==> config.mk <==
export PLATFORM = sky130hd
export DESIGN_NAME = ccg_sig_harness
export DESIGN_NICKNAME = d
export VERILOG_FILES = /design/src/rtl/ccg_sig_harness.sv
export SDC_FILE = /design/constraint.sdc
export NUM_CORES = 1
export LEC_CHECK = 0
export ABC_AREA = 1
export ABC_CLOCK_PERIOD_IN_PS = 2200
export BUFFER_PORTS_ARGS = -buffer_cell sky130_fd_sc_hd__buf_2
export CAP_MARGIN = 20
export CORE_MARGIN = 5
export CORE_UTILIZATION = 55
export CTS_BUF_LIST = sky130_fd_sc_hd__clkbuf_16
export DETAILED_ROUTE_END_ITERATION = 10
export PLACE_DENSITY = 0.87
export SYNTH_ARGS = -nofsm -noshare
export SYNTH_HDL_FRONTEND = slang
export SYNTH_SLANG_ARGS = --single-unit
==> constraint.sdc <==
create_clock -name clk -period 2.2 [get_ports clk]
set_input_delay 0.11 -clock clk [delete_from_list [all_inputs] [get_ports clk]]
set_output_delay 0.11 -clock clk [all_outputs]
set_load 0.02 [all_outputs]
==> src/rtl/ccg_sig_harness.sv <==
// Stimulus and MISR signature harness for combinational benchmark netlists.
// Drives exhaustive or LFSR vectors and compacts the delayed responses.
module ccg_sig_harness #(
    parameter int               N_IN      = 13,
    parameter int               N_OUT     = 16,
    parameter int               DUT_LAT   = 0,
    parameter logic [N_IN-1:0]  LFSR_POLY = 'h100D,
    parameter logic [N_OUT-1:0] MISR_POLY = 'h1021
) (
    input  logic             clk,
    input  logic             rst,
    input  logic             start,
    input  logic             mode,
    input  logic [N_IN-1:0]  seed,
    input  logic [N_IN:0]    n_vec,
    output logic [N_IN-1:0]  stim,
    output logic             stim_valid,
    input  logic [N_OUT-1:0] resp,
    output logic             busy,
    output logic             done,
    output logic [N_OUT-1:0] signature,
    output logic [N_IN:0]    vec_cnt,
    output logic [1:0]       o_dbg_state
);

    typedef enum logic [1:0] {
        S_IDLE  = 2'd0,
        S_RUN   = 2'd1,
        S_DRAIN = 2'd2,
        S_DONE  = 2'd3
    } state_t;

    localparam int              DLY_W      = (DUT_LAT > 0) ? DUT_LAT : 1;
    localparam logic [N_IN:0]   EXH_COUNT  = {1'b1, {N_IN{1'b0}}};
    localparam logic [N_IN:0]   ONE_CNT    = {{N_IN{1'b0}}, 1'b1};
    localparam logic [N_IN-1:0] ONE_STIM   = {{(N_IN-1){1'b0}}, 1'b1};
    localparam logic [2:0]      DRAIN_LAST = 3'((DUT_LAT > 0) ? DUT_LAT - 1 : 0);

    state_t            r_state;
    state_t            w_next;
    logic              r_mode;
    logic [N_IN-1:0]   r_stim;
    logic [N_IN:0]     r_left;
    logic [2:0]        r_drain;
    logic [DLY_W-1:0]  r_vld_dly;
    logic [N_OUT-1:0]  r_sig;
    logic [N_IN:0]     r_vec_cnt;

    logic              w_accept;
    logic              w_last;
    logic              w_valid;
    logic              w_live;
    logic [N_IN-1:0]   w_seed_eff;
    logic [N_IN-1:0]   w_lfsr_next;
    logic [N_IN-1:0]   w_exh_next;
    logic [N_OUT-1:0]  w_sig_next;

    // stim_valid handshake: no back-pressure; the netlist takes one vector every
    // cycle stim_valid is high, and its response is live DUT_LAT cycles later.
    assign w_valid     = (r_state == S_RUN);
    assign w_accept    = (r_state == S_IDLE) && start;
    assign w_last      = (r_left == ONE_CNT);
    assign w_seed_eff  = (seed == '0) ? ONE_STIM : seed;
    assign w_lfsr_next = (r_stim >> 1) ^ (r_stim[0] ? LFSR_POLY : '0);
    // Exhaustive counter saturates at all-ones rather than wrapping.
    assign w_exh_next  = (r_stim == '1) ? r_stim : r_stim + ONE_STIM;
    assign w_sig_next  = {r_sig[N_OUT-2:0], 1'b0} ^ (r_sig[N_OUT-1] ? MISR_POLY : '0) ^ resp;
    assign w_live      = (DUT_LAT == 0) ? w_valid : r_vld_dly[DLY_W-1];

    always_ff @(posedge clk or posedge rst) begin
        if (rst) begin
            r_state <= S_IDLE;
        end else begin
            r_state <= w_next;
        end
    end

    always_comb begin
        w_next = r_state;
        case (r_state)
            S_IDLE: begin
                if (start) begin
                    w_next = (mode && (n_vec == '0)) ? S_DONE : S_RUN;
                end
            end
            S_RUN: begin
                if (w_last) begin
                    w_next = (DUT_LAT > 0) ? S_DRAIN : S_DONE;
                end
            end
            S_DRAIN: begin
                if (r_drain == 3'd0) begin
                    w_next = S_DONE;
                end
            end
            S_DONE:  w_next = S_IDLE;
            default: w_next = S_IDLE;
        endcase
    end

    always_ff @(posedge clk or posedge rst) begin
        if (rst) begin
            r_mode  <= 1'b0;
            r_stim  <= '0;
            r_left  <= '0;
            r_drain <= 3'd0;
        end else if (w_accept) begin
            r_mode <= mode;
            r_left <= mode ? n_vec : EXH_COUNT;
            r_stim <= mode ? w_seed_eff : '0;
        end else if (r_state == S_RUN) begin
            r_left <= r_left - ONE_CNT;
            if (w_last) begin
                r_drain <= DRAIN_LAST;
            end else begin
                r_stim <= r_mode ? w_lfsr_next : w_exh_next;
            end
        end else if ((r_state == S_DRAIN) && (r_drain != 3'd0)) begin
            r_drain <= r_drain - 3'd1;
        end
    end

    // Delay line marking which resp samples belong to issued vectors.
    always_ff @(posedge clk or posedge rst) begin
        if (rst) begin
            r_vld_dly <= '0;
        end else begin
            r_vld_dly <= (r_vld_dly << 1) | DLY_W'(w_valid);
        end
    end

    always_ff @(posedge clk or posedge rst) begin
        if (rst) begin
            r_sig     <= '0;
            r_vec_cnt <= '0;
        end else if (w_accept) begin
            r_sig     <= '0;
            r_vec_cnt <= '0;
        end else if (w_live) begin
            r_sig <= w_sig_next;
            if (r_vec_cnt != '1) begin
                r_vec_cnt <= r_vec_cnt + ONE_CNT;
            end
        end
    end

    assign stim        = r_stim;
    assign stim_valid  = w_valid;
    assign busy        = (r_state == S_RUN) || (r_state == S_DRAIN);
    assign done        = (r_state == S_DONE);
    assign signature   = r_sig;
    assign vec_cnt     = r_vec_cnt;
    assign o_dbg_state = r_state;

endmodule

==> results.py <==
metrics = {
    "synth": {
        "synth_top_family_by_area": "simple AND/OR/NAND/NOR gates",
        "yosysSeqAreaShare_pct": 38.9,
        "synth-async-reset-ratio_pct": 100,
        "synth_most_common_cell": "nand2_1",
        "post-synth-top-area-fraction_pct": 38.9,
        "ys.flop_type": "dfrtp_1",
        "synth_edf_count": 0,
        "netlist_instances": 566,
        "ys_ff_latch": 63,
        "synth_xor_xnor_area_share_pct": 5.19,
        "syn_avg_cell_area_um2": 7.16,
        "syn-num-nets": 624,
        "synthSimpleGateAreaFrac_pct": 31.0,
        "synth_compound_area_share_pct": 13.6,
        "netlist_area_um2": 4050,
        "yosysWarnings": 0,
        "synth_area_leaders": "dfrtp_1 39%, nand2_1 15%, inv_1 5.5%",
        "synth_cell_types": 40,
        "synth.area.mux_share_pct": 0,
        "synthAdderAreaFrac_pct": 3.40,
        "synth_common_cells": "165 x nand2_1, 63 x dfrtp_1, 59 x inv_1",
        "synth_top_area_cell": "dfrtp_1",
    },
    "timing": {
        "setup_viol": 0,
        "slew_headroom_pct": 46.3,
        "slew_violations": 0,
        "finalClockSkew_ps": 6.79,
        "tightest_slew_ps": 805,
        "layout_worst_path_cycle_share_pct": 88.9,
        "tns_ps": 0,
        "rsz0062_at_grt": "no",
        "post-route-min-period_ps": 1960,
        "max_freq_mhz": 511,
        "hold_viol": 0,
    },
    "cts": {
        "clock_latency_ps": 330,
        "cts_sinks": 63,
        "cts_tree": "done",
        "cts_setup_buffers": 0,
        "cts_root_buffer": "clkbuf_16",
        "h-tree-depth": 3,
        "cts.reportedPaths.clkPinSlew_ps": 60,
        "cts_buffers": 9,
        "clockBufferDepth": 2,
    },
    "finish": {
        "drive_gt1_share_pct": 21.2,
        "n_antenna_cell": 0,
        "area_growth_pct": 21.6,
        "fin_nets": 722,
        "design_area_um2": 4930,
    },
    "status": {
        "outcome": "completed",
    },
    "detailed_routing": {
        "detail_route.first_pass.iterations": 5,
        "viasPerCell": 5.44,
        "routedWlPerCell_um": 13.9,
        "drt_iter0_drc": 359,
        "num_vias": 4178,
        "routed_wl_um": 10700,
        "route.detailed.drc": 0,
        "ant_nets": 0,
    },
    "critical_path": {
        "cp-start-kind": "register",
        "critPathLaunch": "o_dbg_state[0]$_DFFE_PP0P_",
        "worst-path-max-fanout": 14,
        "rr_worst_depth": 10,
        "critPathKind": "register to register",
        "crit_arrival_ps": 2170,
        "r2r_start": "o_dbg_state[0]$_DFFE_PP0P_",
        "critPathRequiredTime_ps": 2410,
        "end_kind": "register",
    },
    "grt": {
        "antenna_found_initial": 0,
        "grt_max_degree": 64,
        "grt_pass1_vias": 4015,
        "overflow": 0,
        "grt_use_total_pct": 25.0,
        "grt_first_pass_wirelength_um": 18300,
    },
    "pwr": {
        "cellLeakagePower_nw": 2.49,
        "ir_drop_v": 0.000798,
        "report.power.total_mw": 7.01,
        "powerDensity_nw_per_um2": 1420,
    },
    "floorplanning": {
        "num_rows": 31,
        "start_util_pct": 56.2,
        "core_area_um2": 7210,
        "ioPinCount": 95,
        "die-height_um": 95.8,
        "die_x_um": 95.8,
        "die_area_um2": 9190,
    },
    "place": {
        "port_buffers": 94,
        "dp_hpwl_um": 7850,
        "placed_area_um2": 4630,
        "gp_congestion": 0.947,
    },
    "min_path": {
        "min_path_type": "input pin to async pin",
    },
    "run": {
        "cap_violations": 0,
    },
}
per-layer routing:
metal	vias to the layer above	routed length, um	global-route usage, %
met5	-	0	0
met4	0	198	8.53
met3	19	719	4.69
met2	186	5180	41.6
met1	1926	4600	32.6
li1	2047	-	-
repair_timing:
| item | CTS | global route |
|---|---|---|
| setup endpoints to repair | 0 | 11 |
| gates resized for setup | 0 | 1 |
| hold buffers | 0 | 0 |
area by class of cell:
class / count / area (um2)
Fill cell: 599 / 2290
Multi-Input combinational cell: 423 / 2160
Sequential cell: 63 / 1580
Timing Repair Buffer: 101 / 523
Inverter: 66 / 250
Clock buffer: 9 / 225
Tap cell: 99 / 124
Clock inverter: 7 / 72.6
flip-flops by register name, summed over array words and instances (netlist names):
register and count:
vec_cnt 14, o_dbg_state 2, r_left 14, stim 13, r_drain 3, r_mode 1
signature 16
stage by stage:
step	util [%]	worst slack (ps)	cells	hold WS, ps
after floorplan	-	363	566	254
after global placement	64.1	264	752	388
after detailed placement	64.1	129	752	394
after CTS	68.3	111	768	49.1
after global routing	68.3	9.69	768	82.5
final	68.3	244	768	20.3
path summary, 6_finish.rpt:
path                                                  to  slack (ps)
worst max-delay path             vec_cnt[12]$_DFFE_PP0P_         240
worst min-delay path            signature[9]$_DFFE_PP0P_          20
worst max register to register   vec_cnt[12]$_DFFE_PP0P_         240
worst min register to register     r_left[1]$_DFFE_PP0P_         490
max in group asynchronous         r_drain[2]$_DFFE_PP0P_        1650
min in group clk                   r_left[0]$_DFFE_PP0P_          60
placed cells by master (no fill, tap or decap), types with 10 or more instances in the layout:
cell type,instances
nand2_1,164
buf_2,94
dfrtp_1,63
inv_1,58
nor2_1,44
o21ai_0,44
nand3_1,39
xnor2_1,19
nand4_1,17
a21oi_1,16
ha_1,11
nor3_1,10
cells by family after synthesis:
group / count (synthesis)
AOI/OAI and AO/OA: 96
xor gates and xnor gates: 24
DFF: 63
adders and majority gates: 11
and+or+nand+nor: 292
buffers and inverters: 80
power breakdown:
group | leakage, nW | internal (mW) | switching [mW] | total [mW]
clock | 0.142 | 0.878 | 0.540 | 1.42
combinational | 1.53 | 1.22 | 2.24 | 3.46
sequential | 0.813 | 1.61 | 0.520 | 2.13
total | 2.49 | 3.71 | 3.30 | 7.01
critical path, stage by stage (launching register included):
cell	delay, ps
dfrtp_1	420
inv_1	90
ha_1	240
nand2_2	180
nand3_1	100
nor2_1	100
nand3_1	120
nand2_2	230
inv_2	170
nand4_1	110
o21ai_1	70
(Power assumes the default switching activity.)
